`src/rtl/ni_pkg.sv`:
```
// Shared definitions for the GPU network interface: address mapping helpers,
// mapping result type and default flit layout.
package ni_pkg;

  // Routing header = GPU ID + ADDR_OFFSET.
  localparam int unsigned ADDR_OFFSET = 3;

  // Working width of the mapping helpers; ID_W of any instance must not exceed it.
  localparam int unsigned MaxIdW = 16;

  // Default flit layout: {id/header, payload}.
  localparam int unsigned DefDataW  = 16;
  localparam int unsigned DefIdW    = 6;
  localparam int unsigned DefIdLsb  = DefDataW - DefIdW;
  localparam int unsigned DefPayW   = DefIdLsb;

  typedef logic [MaxIdW-1:0] id_t;

  typedef struct packed {
    logic valid;
    id_t  hdr;
  } hdr_map_t;

  // Forward mapping; only IDs 1..num_gpus produce a valid header.
  function automatic hdr_map_t id_to_hdr(id_t id, int unsigned num_gpus);
    hdr_map_t m;
    m.valid = (id != '0) && (32'(id) <= num_gpus);
    m.hdr   = id + id_t'(ADDR_OFFSET);
    return m;
  endfunction

  // Reverse mapping from routing header back to GPU ID.
  function automatic id_t hdr_to_id(id_t hdr);
    return hdr - id_t'(ADDR_OFFSET);
  endfunction

endpackage

```
`src/rtl/ni_fifo_oreg.sv`:
```
// Synchronous FIFO followed by a registered valid/ready output stage.
// Level counts FIFO entries only; the output register adds one more slot.
module ni_fifo_oreg #(
  parameter int unsigned WIDTH = 16,
  parameter int unsigned DEPTH = 8
) (
  input  logic                     clk_i,
  input  logic                     rst_i,
  input  logic                     push_i,
  input  logic [WIDTH-1:0]         push_data_i,
  output logic                     full_o,
  output logic [WIDTH-1:0]         out_data_o,
  output logic                     out_valid_o,
  input  logic                     out_ready_i,
  output logic [$clog2(DEPTH):0]   level_o
);

  localparam int unsigned PtrW = $clog2(DEPTH);
  localparam int unsigned LvlW = PtrW + 1;

  logic [WIDTH-1:0] mem_q [DEPTH];
  logic [PtrW-1:0]  wr_ptr_q, wr_ptr_d;
  logic [PtrW-1:0]  rd_ptr_q, rd_ptr_d;
  logic [LvlW-1:0]  count_q, count_d;
  logic [WIDTH-1:0] out_data_q, out_data_d;
  logic             out_valid_q, out_valid_d;
  logic             push, pop, empty;

  // Full/empty come only from the registered count so ready never depends on a
  // same-cycle pop.
  assign full_o = (count_q == LvlW'(DEPTH));
  assign empty  = (count_q == '0);
  assign push   = push_i && !full_o;
  assign pop    = !empty && (!out_valid_q || out_ready_i);

  assign out_data_o  = out_data_q;
  assign out_valid_o = out_valid_q;
  assign level_o     = count_q;

  // Next-state for pointers and occupancy; pointers wrap naturally (power-of-two depth).
  always_comb begin
    wr_ptr_d = wr_ptr_q;
    rd_ptr_d = rd_ptr_q;
    count_d  = count_q;
    if (push) wr_ptr_d = wr_ptr_q + 1'b1;
    if (pop)  rd_ptr_d = rd_ptr_q + 1'b1;
    unique case ({push, pop})
      2'b10:   count_d = count_q + 1'b1;
      2'b01:   count_d = count_q - 1'b1;
      default: count_d = count_q;
    endcase
  end

  // Output stage: refill from the head whenever empty or being consumed.
  always_comb begin
    out_valid_d = out_valid_q;
    out_data_d  = out_data_q;
    if (pop) begin
      out_valid_d = 1'b1;
      out_data_d  = mem_q[rd_ptr_q];
    end else if (out_ready_i) begin
      out_valid_d = 1'b0;
    end
  end

  // Storage array; contents need no reset since pointers define what is live.
  always_ff @(posedge clk_i) begin
    if (push) mem_q[wr_ptr_q] <= push_data_i;
  end

  // Control and output registers with synchronous reset.
  always_ff @(posedge clk_i) begin
    if (rst_i) begin
      wr_ptr_q    <= '0;
      rd_ptr_q    <= '0;
      count_q     <= '0;
      out_valid_q <= 1'b0;
      out_data_q  <= '0;
    end else begin
      wr_ptr_q    <= wr_ptr_d;
      rd_ptr_q    <= rd_ptr_d;
      count_q     <= count_d;
      out_valid_q <= out_valid_d;
      out_data_q  <= out_data_d;
    end
  end

  // The parent only pushes when ready (= !full) was high.
  push_not_full_a : assert property (@(posedge clk_i) disable iff (rst_i) push_i |-> !full_o);

  // Valid and data hold while stalled.
  out_hold_a : assert property (@(posedge clk_i) disable iff (rst_i)
    (out_valid_o && !out_ready_i) |=> (out_valid_o && $stable(out_data_o)));

endmodule

```
`src/rtl/ni_v2.sv`:
```
// GPU network interface: maps GPU destination IDs to routing headers on TX,
// filters and restores IDs on RX, and counts discarded flits.
module ni_v2
  import ni_pkg::*;
#(
  parameter int unsigned GPU_ID     = 25,
  parameter int unsigned NUM_GPUS   = 32,
  parameter int unsigned DATA_W     = 16,
  parameter int unsigned ID_W       = 6,
  parameter int unsigned FIFO_DEPTH = 8,
  parameter int unsigned CNT_W      = 8
) (
  input  logic                          clk,
  input  logic                          reset,
  input  logic [DATA_W-1:0]             gpu_data_in,
  input  logic                          gpu_valid_in,
  output logic                          gpu_ready_out,
  output logic [DATA_W-1:0]             gpu_data_out,
  output logic                          gpu_valid_out,
  input  logic                          gpu_ready_in,
  output logic [DATA_W-1:0]             router_data_out,
  output logic                          router_valid_out,
  input  logic                          router_ready_in,
  input  logic [DATA_W-1:0]             router_data_in,
  input  logic                          router_valid_in,
  output logic                          router_ready_out,
  output logic [CNT_W-1:0]              tx_drop_cnt,
  output logic [CNT_W-1:0]              rx_drop_cnt,
  output logic [$clog2(FIFO_DEPTH):0]   tx_level,
  output logic [$clog2(FIFO_DEPTH):0]   rx_level
);

  localparam int unsigned IdLsb = DATA_W - ID_W;
  localparam id_t         OwnHdr = id_t'(GPU_ID + ADDR_OFFSET);

  // ---------------------------------------------------------------- TX path
  logic [ID_W-1:0]   tx_dest;
  logic [IdLsb-1:0]  tx_payload;
  hdr_map_t          tx_map;
  logic [DATA_W-1:0] tx_flit;
  logic              tx_full, tx_accept, tx_push, tx_drop_inc;

  assign tx_dest     = gpu_data_in[DATA_W-1:IdLsb];
  assign tx_payload  = gpu_data_in[IdLsb-1:0];
  assign tx_map      = id_to_hdr(id_t'(tx_dest), NUM_GPUS);
  assign tx_flit     = {tx_map.hdr[ID_W-1:0], tx_payload};
  assign gpu_ready_out = !tx_full;
  assign tx_accept   = gpu_valid_in && gpu_ready_out;
  // Invalid destinations are still accepted so the GPU never stalls on them.
  assign tx_push     = tx_accept && tx_map.valid;
  assign tx_drop_inc = tx_accept && !tx_map.valid;

  ni_fifo_oreg #(
    .WIDTH (DATA_W),
    .DEPTH (FIFO_DEPTH)
  ) u_tx_fifo (
    .clk_i       (clk),
    .rst_i       (reset),
    .push_i      (tx_push),
    .push_data_i (tx_flit),
    .full_o      (tx_full),
    .out_data_o  (router_data_out),
    .out_valid_o (router_valid_out),
    .out_ready_i (router_ready_in),
    .level_o     (tx_level)
  );

  // ---------------------------------------------------------------- RX path
  logic [ID_W-1:0]   rx_hdr;
  logic [IdLsb-1:0]  rx_payload;
  id_t               rx_id;
  logic [DATA_W-1:0] rx_flit;
  logic              rx_full, rx_accept, rx_match, rx_push, rx_drop_inc;

  assign rx_hdr      = router_data_in[DATA_W-1:IdLsb];
  assign rx_payload  = router_data_in[IdLsb-1:0];
  assign rx_match    = (id_t'(rx_hdr) == OwnHdr);
  assign rx_id       = hdr_to_id(id_t'(rx_hdr));
  assign rx_flit     = {rx_id[ID_W-1:0], rx_payload};
  assign router_ready_out = !rx_full;
  assign rx_accept   = router_valid_in && router_ready_out;
  assign rx_push     = rx_accept && rx_match;
  assign rx_drop_inc = rx_accept && !rx_match;

  ni_fifo_oreg #(
    .WIDTH (DATA_W),
    .DEPTH (FIFO_DEPTH)
  ) u_rx_fifo (
    .clk_i       (clk),
    .rst_i       (reset),
    .push_i      (rx_push),
    .push_data_i (rx_flit),
    .full_o      (rx_full),
    .out_data_o  (gpu_data_out),
    .out_valid_o (gpu_valid_out),
    .out_ready_i (gpu_ready_in),
    .level_o     (rx_level)
  );

  // Upper mapping bits beyond ID_W are intentionally discarded.
  logic unused_map_bits;
  assign unused_map_bits = ^{tx_map.hdr, rx_id};

  // ---------------------------------------------------------------- Drop counters
  logic [CNT_W-1:0] tx_drop_q, tx_drop_d;
  logic [CNT_W-1:0] rx_drop_q, rx_drop_d;

  // Saturating increments; counters stick at all-ones.
  always_comb begin
    tx_drop_d = tx_drop_q;
    rx_drop_d = rx_drop_q;
    if (tx_drop_inc && (tx_drop_q != '1)) tx_drop_d = tx_drop_q + 1'b1;
    if (rx_drop_inc && (rx_drop_q != '1)) rx_drop_d = rx_drop_q + 1'b1;
  end

  // Counter registers with synchronous reset.
  always_ff @(posedge clk) begin
    if (reset) begin
      tx_drop_q <= '0;
      rx_drop_q <= '0;
    end else begin
      tx_drop_q <= tx_drop_d;
      rx_drop_q <= rx_drop_d;
    end
  end

  assign tx_drop_cnt = tx_drop_q;
  assign rx_drop_cnt = rx_drop_q;

endmodule

```
`config.mk`:
```
export PLATFORM = sky130hd
export DESIGN_NAME = ni_v2
export DESIGN_NICKNAME = d
export VERILOG_FILES = /design/src/rtl/ni_pkg.sv /design/src/rtl/ni_fifo_oreg.sv /design/src/rtl/ni_v2.sv
export SDC_FILE = /design/constraint.sdc
export NUM_CORES = 1
export LEC_CHECK = 0
export ABC_AREA = 0
export CORE_MARGIN = 5
export CORE_UTILIZATION = 30
export CTS_CLUSTER_DIAMETER = 80
export DETAILED_ROUTE_END_ITERATION = 8
export PLACE_DENSITY = 0.55
export REMOVE_ABC_BUFFERS = 1
export SYNTH_ARGS = -nofsm -noshare
export SYNTH_HDL_FRONTEND = slang
export SYNTH_SLANG_ARGS = --single-unit
```
`constraint.sdc`:
```
create_clock -name clk -period 4.3 [get_ports clk]
set_clock_uncertainty 0.05 [all_clocks]
set_input_delay 0.43 -clock clk [delete_from_list [all_inputs] [get_ports clk]]
set_output_delay 0.43 -clock clk [all_outputs]
set_load 0.02 [all_outputs]
```
==> results.sh, run 1 <==
export IMPL_outcome="completed"
export IMPL_max_h_tree_level=2
export IMPL_area_delta_synth_final_pct=23.9
export IMPL_synth_async_sr_flop_share_pct=0
export IMPL_rows=75
export IMPL_layout_commonest_cell="sky130_fd_sc_hd__edfxtp_1"
export IMPL_fillers=3904
export IMPL_num_nets_final=914
export IMPL_post_cts_buffers=0
export IMPL_max_slew_margin_rel_pct=37.0
export IMPL_antenna_violating_nets_post_route=0
export IMPL_fmax_mhz=313
export IMPL_insertedDiodeCount=0
export IMPL_synth_top_area_share_pct=60.1
export IMPL_detail_route_first_pass_iterations=4
export IMPL_postRouteWirelength_microns=26300
export IMPL_postSynth_topFlopCell="sky130_fd_sc_hd__edfxtp_1"
export IMPL_timing_max_cap_violations=0
export IMPL_cts_root_buffer="sky130_fd_sc_hd__clkbuf_16"
export IMPL_crit_start="gpu_data_in[10]"
export IMPL_drv_slew=0
export IMPL_place_port_buffers=97
export IMPL_synth_mux_area_fraction_pct=14.4
export IMPL_synthCells=738
export IMPL_synth_area_sq_mm=0.0128
export IMPL_number_of_synthesized_flops_with_an_enable_pin=256
export IMPL_synth_seq_area_share_pct=71.0
export IMPL_gpl_final_weighted_congestion=0.691
export IMPL_ys_top_cells_by_area="sky130_fd_sc_hd__edfxtp_1 60%, sky130_fd_sc_hd__mux4_2 11%, sky130_fd_sc_hd__dfxtp_1 11%, sky130_fd_sc_hd__mux2i_1 3.1%, sky130_fd_sc_hd__nor2_1 2.3%"
export IMPL_antenna_found_initial=0
export IMPL_tightest_slew_ns=0.946
export IMPL_total_power_mw=9.36
export IMPL_top_level_ports=98
export IMPL_synth_compound_gate_area_share_pct=2.86
export IMPL_die_height_microns=217
export IMPL_placeableCoreArea_sq_mm=0.0420
export IMPL_final_setup_viol_count=0
export IMPL_most_common_layout_cells="256 x sky130_fd_sc_hd__edfxtp_1, 96 x sky130_fd_sc_hd__clkdlybuf4s50_1, 78 x sky130_fd_sc_hd__nor2_1, 68 x sky130_fd_sc_hd__dfxtp_1, 64 x sky130_fd_sc_hd__mux4_2"
export IMPL_worst_setup_path_type="primary input to flop"
export IMPL_post_layout_min_period_ns=3.19
export IMPL_cts_resized=0
export IMPL_rsz_0062_raised_after_global_routing="false"
export IMPL_postSynthAreaPerCell_sq_um=17.3
export IMPL_detail_route_wl_per_cell_microns=18.5
export IMPL_largest_area_contributor_in_the_synthesized_netlist="sky130_fd_sc_hd__edfxtp_1"
export IMPL_dieArea_sq_mm=0.0469
export IMPL_number_of_global_route_vias_before_repair=7013
export IMPL_post_route_util_pct=37.7
export IMPL_netlist_cell_type_count=44
export IMPL_drive_above_1_share_pct=19.4
export IMPL_hold_viol=0
export IMPL_finalHoldWorstSlack_ns=0.416
export IMPL_groute_usage_overall_pct=11.3
export IMPL_crit_fanout=9
export IMPL_cp_start_kind="primary input"
export IMPL_clock_sinks=326
export IMPL_worst_endpoint_required_ns=4.69
export IMPL_cts_hold_buf=0
export IMPL_power_density_mw_per_mm2=590
export IMPL_clk_latency_ns=0.51
export IMPL_drt_initial_drc_count=278
export IMPL_post_synth_and_or_nand_nor_area_fraction_pct=6.05
export IMPL_yosysWarningCount=0
export IMPL_multi_input_logic_area_sq_mm=0.00356
export IMPL_worstHoldPathType="primary input to flop"
export IMPL_via_count=6655
export IMPL_synth_seq_cells=326
export IMPL_cts_tree="built"
export IMPL_cts_buffers=36
export IMPL_grt_start_max_net_pins=37
export IMPL_post_synth_fa_ha_maj_area_fraction_pct=1.62
export IMPL_end_kind="flop"
export IMPL_sequential_cell_area_sq_mm=0.00909
export IMPL_worst_hold_startpoint="reset"
export IMPL_clk_path_buf_depth=3
export IMPL_worst_r2r_startpoint="u_rx_fifo.level_o[0]"
export IMPL_detail_route_drc_violations=0
export IMPL_synthXorXnorAreaFrac_pct=2.45
export IMPL_dominant_combinational_cell_family_by_area_after_synthesis="multiplexers"
export IMPL_cellLeakagePower_nw=5.09
export IMPL_clk_transition_reported_paths_ns=0.06
export IMPL_global_route_wire_length_before_repair_microns=41500
export IMPL_start_util_pct=30.4
export IMPL_floorplan_die_width_microns=217
export IMPL_overflow_left_after_global_routing=0
export IMPL_dp_hpwl_microns=15900
export IMPL_irDropWorstVdd_v=0.000236
export IMPL_worst_ep_arrival_time_ns=3.58
export IMPL_final_min_period_over_clock_period_pct=74.2
export IMPL_fin_setup_tns_ns=0
export IMPL_detail_route_vias_per_cell=4.66
## layout make-up
class                   count  area share, %
repair buffers            123           7.33
clock buffers              43           6.30
multi-input cells         362           22.4
clock inverters            23           2.05
flip-flops and latches    326           57.4
well taps                 539           4.26
inverters                  11          0.261
## routing by layer
metal / vias to the layer above / GRT usage [%] / part of all wire [%]
met2: 112 / 18.8 / 49
met1: 3374 / 15.4 / 45
met3: 32 / 2.16 / 4.0
li1: 3137 / - / -
met4: 0 / 3.12 / 1.7
met5: - / 0 / 0
## worst paths after layout
check / to / slack (ns) / cells past startpoint
setup reg to reg: u_rx_fifo.level_o[3] / 1.44 / 10
hold / removal: u_rx_fifo.level_o[1] / 0.42 / 2
setup / recovery: u_tx_fifo.level_o[2] / 1.11 / 13
hold reg to reg: u_tx_fifo.out_data_o[6] / 0.45 / 2
## synthesized netlist by cell type (2+ instances only)
| master | number |
|---|---|
| sky130_fd_sc_hd__a211oi_1 | 32 |
| sky130_fd_sc_hd__a21oi_1 | 11 |
| sky130_fd_sc_hd__and4_1 | 2 |
| sky130_fd_sc_hd__buf_1 | 4 |
| sky130_fd_sc_hd__buf_2 | 11 |
| sky130_fd_sc_hd__clkbuf_1 | 24 |
| sky130_fd_sc_hd__dfxtp_1 | 70 |
| sky130_fd_sc_hd__edfxtp_1 | 256 |
| sky130_fd_sc_hd__ha_1 | 15 |
| sky130_fd_sc_hd__inv_1 | 11 |
| sky130_fd_sc_hd__mux2i_1 | 39 |
| sky130_fd_sc_hd__mux4_2 | 64 |
| sky130_fd_sc_hd__nand2_1 | 15 |
| sky130_fd_sc_hd__nand2b_1 | 8 |
| sky130_fd_sc_hd__nand3_1 | 9 |
| sky130_fd_sc_hd__nand4_1 | 3 |
| sky130_fd_sc_hd__nor2_1 | 78 |
| sky130_fd_sc_hd__nor2b_1 | 4 |
| sky130_fd_sc_hd__nor3_1 | 8 |
| sky130_fd_sc_hd__nor3b_1 | 2 |
| sky130_fd_sc_hd__nor4_1 | 8 |
| sky130_fd_sc_hd__nor4b_1 | 3 |
| sky130_fd_sc_hd__o21ai_0 | 6 |
| sky130_fd_sc_hd__or3_1 | 3 |
| sky130_fd_sc_hd__xnor2_1 | 17 |
| sky130_fd_sc_hd__xor2_1 | 17 |
## per-stage QoR
step / cell area, sq um / setup WS (ns) / cells
floorplan: 12600 / 0.734 / 699
global placement: 14500 / 0.609 / 1361
detailed placement: 14500 / 0.562 / 1361
CTS: 15800 / 1.10 / 1427
global route: 15800 / 0.850 / 1427
finish: 15800 / 1.11 / 1427
## worst max-delay path, cell delays in order
cell and delay (ns):
sky130_fd_sc_hd__clkdlybuf4s50_1 0.49, sky130_fd_sc_hd__inv_1 0.13, sky130_fd_sc_hd__ha_1 0.26, sky130_fd_sc_hd__nor4b_4 0.15, sky130_fd_sc_hd__xnor2_2 0.42, sky130_fd_sc_hd__nand3_2 0.31, sky130_fd_sc_hd__ha_1 0.37, sky130_fd_sc_hd__xor2_1 0.16
sky130_fd_sc_hd__ha_1 0.18, sky130_fd_sc_hd__a21oi_1 0.14, sky130_fd_sc_hd__xor2_1 0.09, sky130_fd_sc_hd__or3_1 0.31, sky130_fd_sc_hd__a21oi_1 0.13
## kinds of logic (layout without fill, tap and decap cells)
group / count (synthesis) / count (layout)
muxes: 104 / 104
xor gates and xnor gates: 35 / 35
DFF: 326 / 326
AOI/OAI and AO/OA: 54 / 54
and+or+nand+nor: 153 / 153
adders and majority gates: 16 / 16
buffers and inverters: 50 / 200
## power breakdown
| group | internal (mW) | total, mW | switching [mW] |
|---|---|---|---|
| clock | 2.14 | 3.37 | 1.22 |
| sequential | 3.61 | 3.88 | 0.269 |
| combinational | 1.06 | 2.11 | 1.04 |
## flip-flops by register name (all words and copies together), names as in the netlist, 4 cells and up
register and cells:
u_rx_fifo.mem_q 128, u_tx_fifo.mem_q 128, u_rx_fifo.out_data_o 16, u_tx_fifo.out_data_o 16
rx_drop_cnt 8, tx_drop_cnt 8, u_rx_fifo.level_o 4, u_tx_fifo.level_o 4
(Power assumes the default switching activity.)
==> run 2, diff against run 1 <==
PLACE_DENSITY = 0.56   (was 0.55)
clock period = 2.92 ns   (was 4.3 ns; I/O delays follow)
==> results.sh, run 2 (same netlist as run 1, synthesis figures left out) <==
export IMPL_area_delta_synth_final_pct=26.1
export IMPL_cts_hold_buf=0
export IMPL_outcome="completed"
export IMPL_grt_start_max_net_pins=36
export IMPL_most_common_layout_cells="256 x sky130_fd_sc_hd__edfxtp_1, 96 x sky130_fd_sc_hd__clkdlybuf4s50_1, 78 x sky130_fd_sc_hd__nor2_1, 68 x sky130_fd_sc_hd__dfxtp_1, 64 x sky130_fd_sc_hd__mux4_2"
export IMPL_final_setup_viol_count=0
export IMPL_num_nets_final=943
export IMPL_cp_num_buf_inv=1
export IMPL_worst_setup_path_type="flop to flop"
export IMPL_overflow_left_after_global_routing=0
export IMPL_drv_slew=0
export IMPL_die_height_microns=217
export IMPL_insertedDiodeCount=0
export IMPL_min_delay_path_depth=2
export IMPL_layout_commonest_cell="sky130_fd_sc_hd__edfxtp_1"
export IMPL_cts_resized=0
export IMPL_fmax_mhz=368
export IMPL_dp_hpwl_microns=16000
export IMPL_worst_hold_startpoint="reset"
export IMPL_worstSetupPathDepth=10
export IMPL_ff2ff_setup_slack_ns=0.20
export IMPL_power_net_switching_mw=3.74
export IMPL_p_clk_share_pct=33.4
export IMPL_final_min_period_over_clock_period_pct=93.1
export IMPL_timing_max_cap_violations=0
export IMPL_netSwitchingFraction_pct=27.7
export IMPL_clk_transition_reported_paths_ns=0.06
export IMPL_dieArea_sq_mm=0.0469
export IMPL_cpLargestDelayFamily="simple AND/OR/NAND/NOR gates"
export IMPL_power_combinational_fraction_pct=25.3
export IMPL_post_cts_buffers=0
export IMPL_crit_fanout=5
export IMPL_start_util_pct=30.4
export IMPL_end_kind="flop"
export IMPL_power_density_mw_per_mm2=838
export IMPL_via_count=6758
export IMPL_clk_path_buf_depth=3
export IMPL_floorplan_die_width_microns=217
export IMPL_antenna_violating_nets_post_route=0
export IMPL_detail_route_first_pass_iterations=4
export IMPL_clock_sinks=326
export IMPL_drive_above_1_share_pct=21.0
export IMPL_detail_route_vias_per_cell=4.64
export IMPL_cp_start_kind="flop"
export IMPL_layout_cell_area_non_filler_sq_mm=0.0161
export IMPL_rsz_0062_raised_after_global_routing="false"
export IMPL_placeableCoreArea_sq_mm=0.0420
export IMPL_global_route_wire_length_before_repair_microns=41500
export IMPL_worstHoldPathType="primary input to flop"
export IMPL_rr_endpoint="u_rx_fifo.level_o[3]"
export IMPL_finalHoldWorstSlack_ns=0.294
export IMPL_postRouteWirelength_microns=25800
export IMPL_max_slew_margin_rel_pct=49.9
export IMPL_clk_latency_ns=0.51
export IMPL_post_layout_min_period_ns=2.72
export IMPL_antenna_found_initial=0
export IMPL_timing_critical_path_slowest_cell_delay_ns=0.67
export IMPL_fin_setup_tns_ns=0
export IMPL_number_of_global_route_vias_before_repair=7288
export IMPL_irDropWorstVdd_v=0.000490
export IMPL_cellLeakagePower_nw=5.21
export IMPL_hold_viol=0
export IMPL_cts_root_buffer="sky130_fd_sc_hd__clkbuf_16"
export IMPL_cts_buffers=36
export IMPL_detail_route_wl_per_cell_microns=17.7
export IMPL_intPower_mw=9.77
export IMPL_worst_endpoint_required_ns=3.32
export IMPL_placement_cell_area_sq_mm=0.0150
export IMPL_cts_tree="built"
export IMPL_place_port_buffers=97
export IMPL_seq_power_share_pct=41.3
export IMPL_worst_ep_arrival_time_ns=3.11
export IMPL_min_to="u_tx_fifo.wr_ptr_q[2]"
export IMPL_placed_cells=1390
export IMPL_registers_with_the_most_flip_flops="u_rx_fifo.mem_q: 128 flops, u_tx_fifo.mem_q: 128 flops"
export IMPL_tightest_slew_ns=0.751
export IMPL_worstRegToRegCells=10
export IMPL_drt_initial_drc_count=300
export IMPL_detail_route_drc_violations=0
export IMPL_total_power_mw=13.5
export IMPL_top_level_ports=98
export IMPL_rows=75
export IMPL_max_h_tree_level=2
export IMPL_worst_r2r_startpoint="u_rx_fifo.level_o[3]"
export IMPL_final_cell_count_no_fill=1455
export IMPL_gpl_final_weighted_congestion=0.715
export IMPL_groute_usage_overall_pct=11.1
export IMPL_crit_path_cell_trace="or4b_2, nor4b_2, inv_1, ha_1, ha_1, a21o_1, a21oi_1, xnor2_1, or3_1, a21oi_1"
export IMPL_cpMaxStageDelayCell="sky130_fd_sc_hd__or4b_2"
run 2: changes by cell type in the layout (fill, tap and decap cells not counted), moves of 2 or more:
cell                         before  now
sky130_fd_sc_hd__buf_12           0   17
sky130_fd_sc_hd__clkinvlp_4       3    1
sky130_fd_sc_hd__clkbuf_8         5    2
sky130_fd_sc_hd__bufinv_16        8    4
sky130_fd_sc_hd__buf_4           26   38
sky130_fd_sc_hd__clkbuf_1         1    9
run 2: worst max path at each step:
stage,end,start,slack [ns]
6_report,u_rx_fifo.level_o[3],u_rx_fifo.level_o[3],0.20
3_3_place_gp,u_rx_fifo.level_o[3],router_data_in[11],-0.01
4_1_cts,u_rx_fifo.level_o[3],u_rx_fifo.level_o[3],0.17
3_5_place_dp,u_rx_fifo.level_o[3],router_data_in[11],-0.07
2_1_floorplan,u_rx_fifo.level_o[3],u_rx_fifo.level_o[0],-0.54
5_1_grt,u_rx_fifo.level_o[3],u_rx_fifo.level_o[3],0.008
run 2: through the flow:
step                      utilization, %  setup WS (ns)
after floorplan                        -         -0.538
after global placement              35.6        -0.0137
after detailed placement            35.6        -0.0718
after CTS                           38.4          0.173
after global routing                38.4        0.00765
final                               38.4          0.203
run 2: cell type report:
cell class	instances	area, sq um
Timing Repair Buffer	152	1590
Sequential cell	326	9090
Multi-Input combinational cell	362	3550
Inverter	11	41.3
Tap cell	539	674
Fill cell	3880	25900
Clock inverter	17	194
Clock buffer	48	987
run 2: power by group through the flow:
stage               sequential (mW)  clock (mW)  combinational, mW
floorplan                      6.09           0               1.74
global placement               5.69           0               3.45
detailed placement             5.69           0               3.49
CTS                            5.60        4.66               3.50
global route                   5.64        4.84               3.77
finish                         5.58        4.52               3.41
run 2: worst reg2reg max path, delay by kind of cell, from the launching register on:
kind            cells  cell delay [ns]
compound gates      3             0.48
xor+xnor            1             0.09
fa+ha+maj           2             0.40
buf+inv             1             0.07
flops               1             0.39
simple gates        3             1.17
run 2: metal layers:
layer | up-vias | wire length, microns | global-route usage (%)
li1 | 3188 | - | -
met1 | 3429 | 12000 | 15.2
met2 | 110 | 12400 | 18.3
met3 | 31 | 1010 | 2.11
met4 | 0 | 434 | 3.12
met5 | - | 0 | 0
==> run 3, diff against run 2 <==
ABC_AREA = not set   (was 0)
CTS_BUF_LIST = sky130_fd_sc_hd__clkbuf_8   (was not set)
==> results.sh, run 3 (same netlist as run 1, synthesis figures left out) <==
export IMPL_start_util_pct=30.4
export IMPL_grt_start_max_net_pins=36
export IMPL_crit_start="u_rx_fifo.level_o[3]"
export IMPL_antenna_found_initial=1
export IMPL_cts_root_buffer="sky130_fd_sc_hd__clkbuf_8"
export IMPL_global_route_wire_length_before_repair_microns=41900
export IMPL_worst_r2r_startpoint="u_rx_fifo.level_o[3]"
export IMPL_antenna_violating_nets_post_route=0
export IMPL_dp_hpwl_microns=16000
export IMPL_intPower_mw=9.01
export IMPL_number_of_global_route_vias_before_repair=7448
export IMPL_grt_util_met1_pct=15.1
export IMPL_seq_power_share_pct=43.8
export IMPL_post_route_util_pct=38.0
export IMPL_post_layout_min_period_ns=2.72
export IMPL_crit_fanout=5
export IMPL_num_nets_final=961
export IMPL_clk_latency_ns=0.59
export IMPL_layout_commonest_cell="sky130_fd_sc_hd__edfxtp_1"
export IMPL_groute_usage_overall_pct=11.3
export IMPL_drv_slew=0
export IMPL_fillers=3947
export IMPL_clk_path_buf_depth=3
export IMPL_top_level_ports=98
export IMPL_worst_endpoint_required_ns=3.39
export IMPL_grt_use_met2_pct=18.4
export IMPL_detail_route_vias_per_cell=4.60
export IMPL_power_density_mw_per_mm2=797
export IMPL_worst_ep_arrival_time_ns=3.18
export IMPL_p_clk_share_pct=29.4
export IMPL_timing_max_cap_violations=0
export IMPL_cts_tree="built"
export IMPL_irDropWorstVdd_v=0.000415
export IMPL_drive_above_1_share_pct=21.7
export IMPL_floorplan_die_width_microns=217
export IMPL_cp_start_kind="flop"
export IMPL_crit_path_cell_trace="or4b_2, nor4b_2, inv_1, ha_1, ha_1, a21o_1, a21oi_1, xnor2_1, or3_1, a21oi_1"
export IMPL_placeableCoreArea_sq_mm=0.0420
export IMPL_registers_with_the_most_flip_flops="u_rx_fifo.mem_q: 128 flops, u_tx_fifo.mem_q: 128 flops"
export IMPL_gpl_final_weighted_congestion=0.715
export IMPL_outcome="completed"
export IMPL_timing_critical_path_slowest_cell_delay_ns=0.66
export IMPL_netSwitchingFraction_pct=29.3
export IMPL_power_net_switching_mw=3.74
export IMPL_power_combinational_fraction_pct=26.8
export IMPL_clock_sinks=326
export IMPL_cts_buffers=54
export IMPL_hold_viol=0
export IMPL_worstHoldPathType="primary input to flop"
export IMPL_die_height_microns=217
export IMPL_cp_num_buf_inv=1
export IMPL_final_min_period_over_clock_period_pct=93.0
export IMPL_via_count=6867
export IMPL_gr_max_usage_layer="met2"
export IMPL_cpLargestDelayFamily="simple AND/OR/NAND/NOR gates"
export IMPL_cts_resized=0
export IMPL_worst_setup_path_type="flop to flop"
export IMPL_tightest_slew_ns=0.766
export IMPL_overflow_left_after_global_routing=0
export IMPL_most_common_layout_cells="256 x sky130_fd_sc_hd__edfxtp_1, 96 x sky130_fd_sc_hd__clkdlybuf4s50_1, 78 x sky130_fd_sc_hd__nor2_1, 68 x sky130_fd_sc_hd__dfxtp_1, 64 x sky130_fd_sc_hd__mux4_2"
export IMPL_fmax_mhz=368
export IMPL_cts_hold_buf=0
export IMPL_final_critical_path_setup_slack_ns=0.204
export IMPL_area_delta_synth_final_pct=24.9
export IMPL_fin_setup_tns_ns=0
export IMPL_postRouteWirelength_microns=26000
export IMPL_clk_transition_reported_paths_ns=0.06
export IMPL_post_cts_buffers=0
export IMPL_final_setup_viol_count=0
export IMPL_detail_route_drc_violations=0
export IMPL_cellLeakagePower_nw=5.24
export IMPL_worst_hold_startpoint="reset"
export IMPL_detail_route_first_pass_iterations=4
export IMPL_drt_initial_drc_count=216
export IMPL_detail_route_wl_per_cell_microns=17.4
export IMPL_global_route_usage_met3_pct=2.51
export IMPL_rows=75
export IMPL_cpMaxStageDelayCell="sky130_fd_sc_hd__or4b_2"
export IMPL_post_place_ws_ns=-0.0718
export IMPL_max_slew_margin_rel_pct=48.9
export IMPL_end_kind="flop"
export IMPL_place_port_buffers=97
export IMPL_max_h_tree_level=2
export IMPL_dieArea_sq_mm=0.0469
export IMPL_rsz_0062_raised_after_global_routing="false"
run 3: changes by cell type in the layout (fill, tap and decap cells not counted):
cell and delta:
sky130_fd_sc_hd__clkbuf_16 -37, sky130_fd_sc_hd__clkbuf_1 -9, sky130_fd_sc_hd__diode_2 +1, sky130_fd_sc_hd__bufinv_16 -3, sky130_fd_sc_hd__inv_1 +25, sky130_fd_sc_hd__inv_6 -1, sky130_fd_sc_hd__clkbuf_8 +58, sky130_fd_sc_hd__clkinv_2 -2
sky130_fd_sc_hd__clkinv_1 +6
run 3: final cells by class:
class	instances	area [sq um]	share of cell area, %
Timing Repair Buffer	152	1590	9.96
Tap cell	539	674	4.22
Sequential cell	326	9090	56.9
Multi-Input combinational cell	362	3550	22.2
Clock inverter	42	201	1.26
Antenna cell	1	2.50	0.0157
Inverter	11	41.3	0.258
Clock buffer	60	826	5.17
run 3: final timing paths:
kind / slack (ns) / endpoint / cells past startpoint
setup / recovery: 0.20 / u_rx_fifo.level_o[3] / 10
hold / removal: 0.22 / u_rx_fifo.rd_ptr_q[1] / 2
setup reg to reg: 0.20 / u_rx_fifo.level_o[3] / 10
hold reg to reg: 0.44 / u_rx_fifo.out_valid_o / 2
run 3: worst register-to-register path, cell delays in order (launching register included):
cell and delay [ns]:
sky130_fd_sc_hd__dfxtp_1 0.39, sky130_fd_sc_hd__or4b_2 0.66, sky130_fd_sc_hd__nor4b_2 0.20, sky130_fd_sc_hd__inv_1 0.07
sky130_fd_sc_hd__ha_1 0.17, sky130_fd_sc_hd__ha_1 0.23, sky130_fd_sc_hd__a21o_1 0.17, sky130_fd_sc_hd__a21oi_1 0.17
sky130_fd_sc_hd__xnor2_1 0.09, sky130_fd_sc_hd__or3_1 0.30, sky130_fd_sc_hd__a21oi_1 0.14
run 3: metrics by stage:
step	area [sq um]	power (mW)	std cells	hold WS, ns
after floorplan	12600	7.83	699	0.311
after global placement	15000	9.14	1390	0.430
after detailed placement	15000	9.18	1390	0.438
after CTS	16000	13.0	1492	0.194
after global routing	16000	13.5	1493	0.242
final	16000	12.7	1493	0.223
run 3: power by group through the flow:
stage | clock (mW) | sequential [mW] | combinational [mW]
floorplan | 0 | 6.09 | 1.74
global placement | 0 | 5.69 | 3.45
detailed placement | 0 | 5.69 | 3.49
CTS | 3.90 | 5.60 | 3.50
global route | 4.11 | 5.64 | 3.78
finish | 3.74 | 5.58 | 3.41
run 3: layer usage:
| metal | share of wire [%] | vias to the layer above | wire length, microns |
|---|---|---|---|
| met1 | 46 | 3473 | 11900 |
| met4 | 2.1 | 0 | 535 |
| met2 | 48 | 116 | 12600 |
| met5 | 0 | - | 0 |
| met3 | 3.8 | 43 | 1000 |
| li1 | - | 3235 | - |
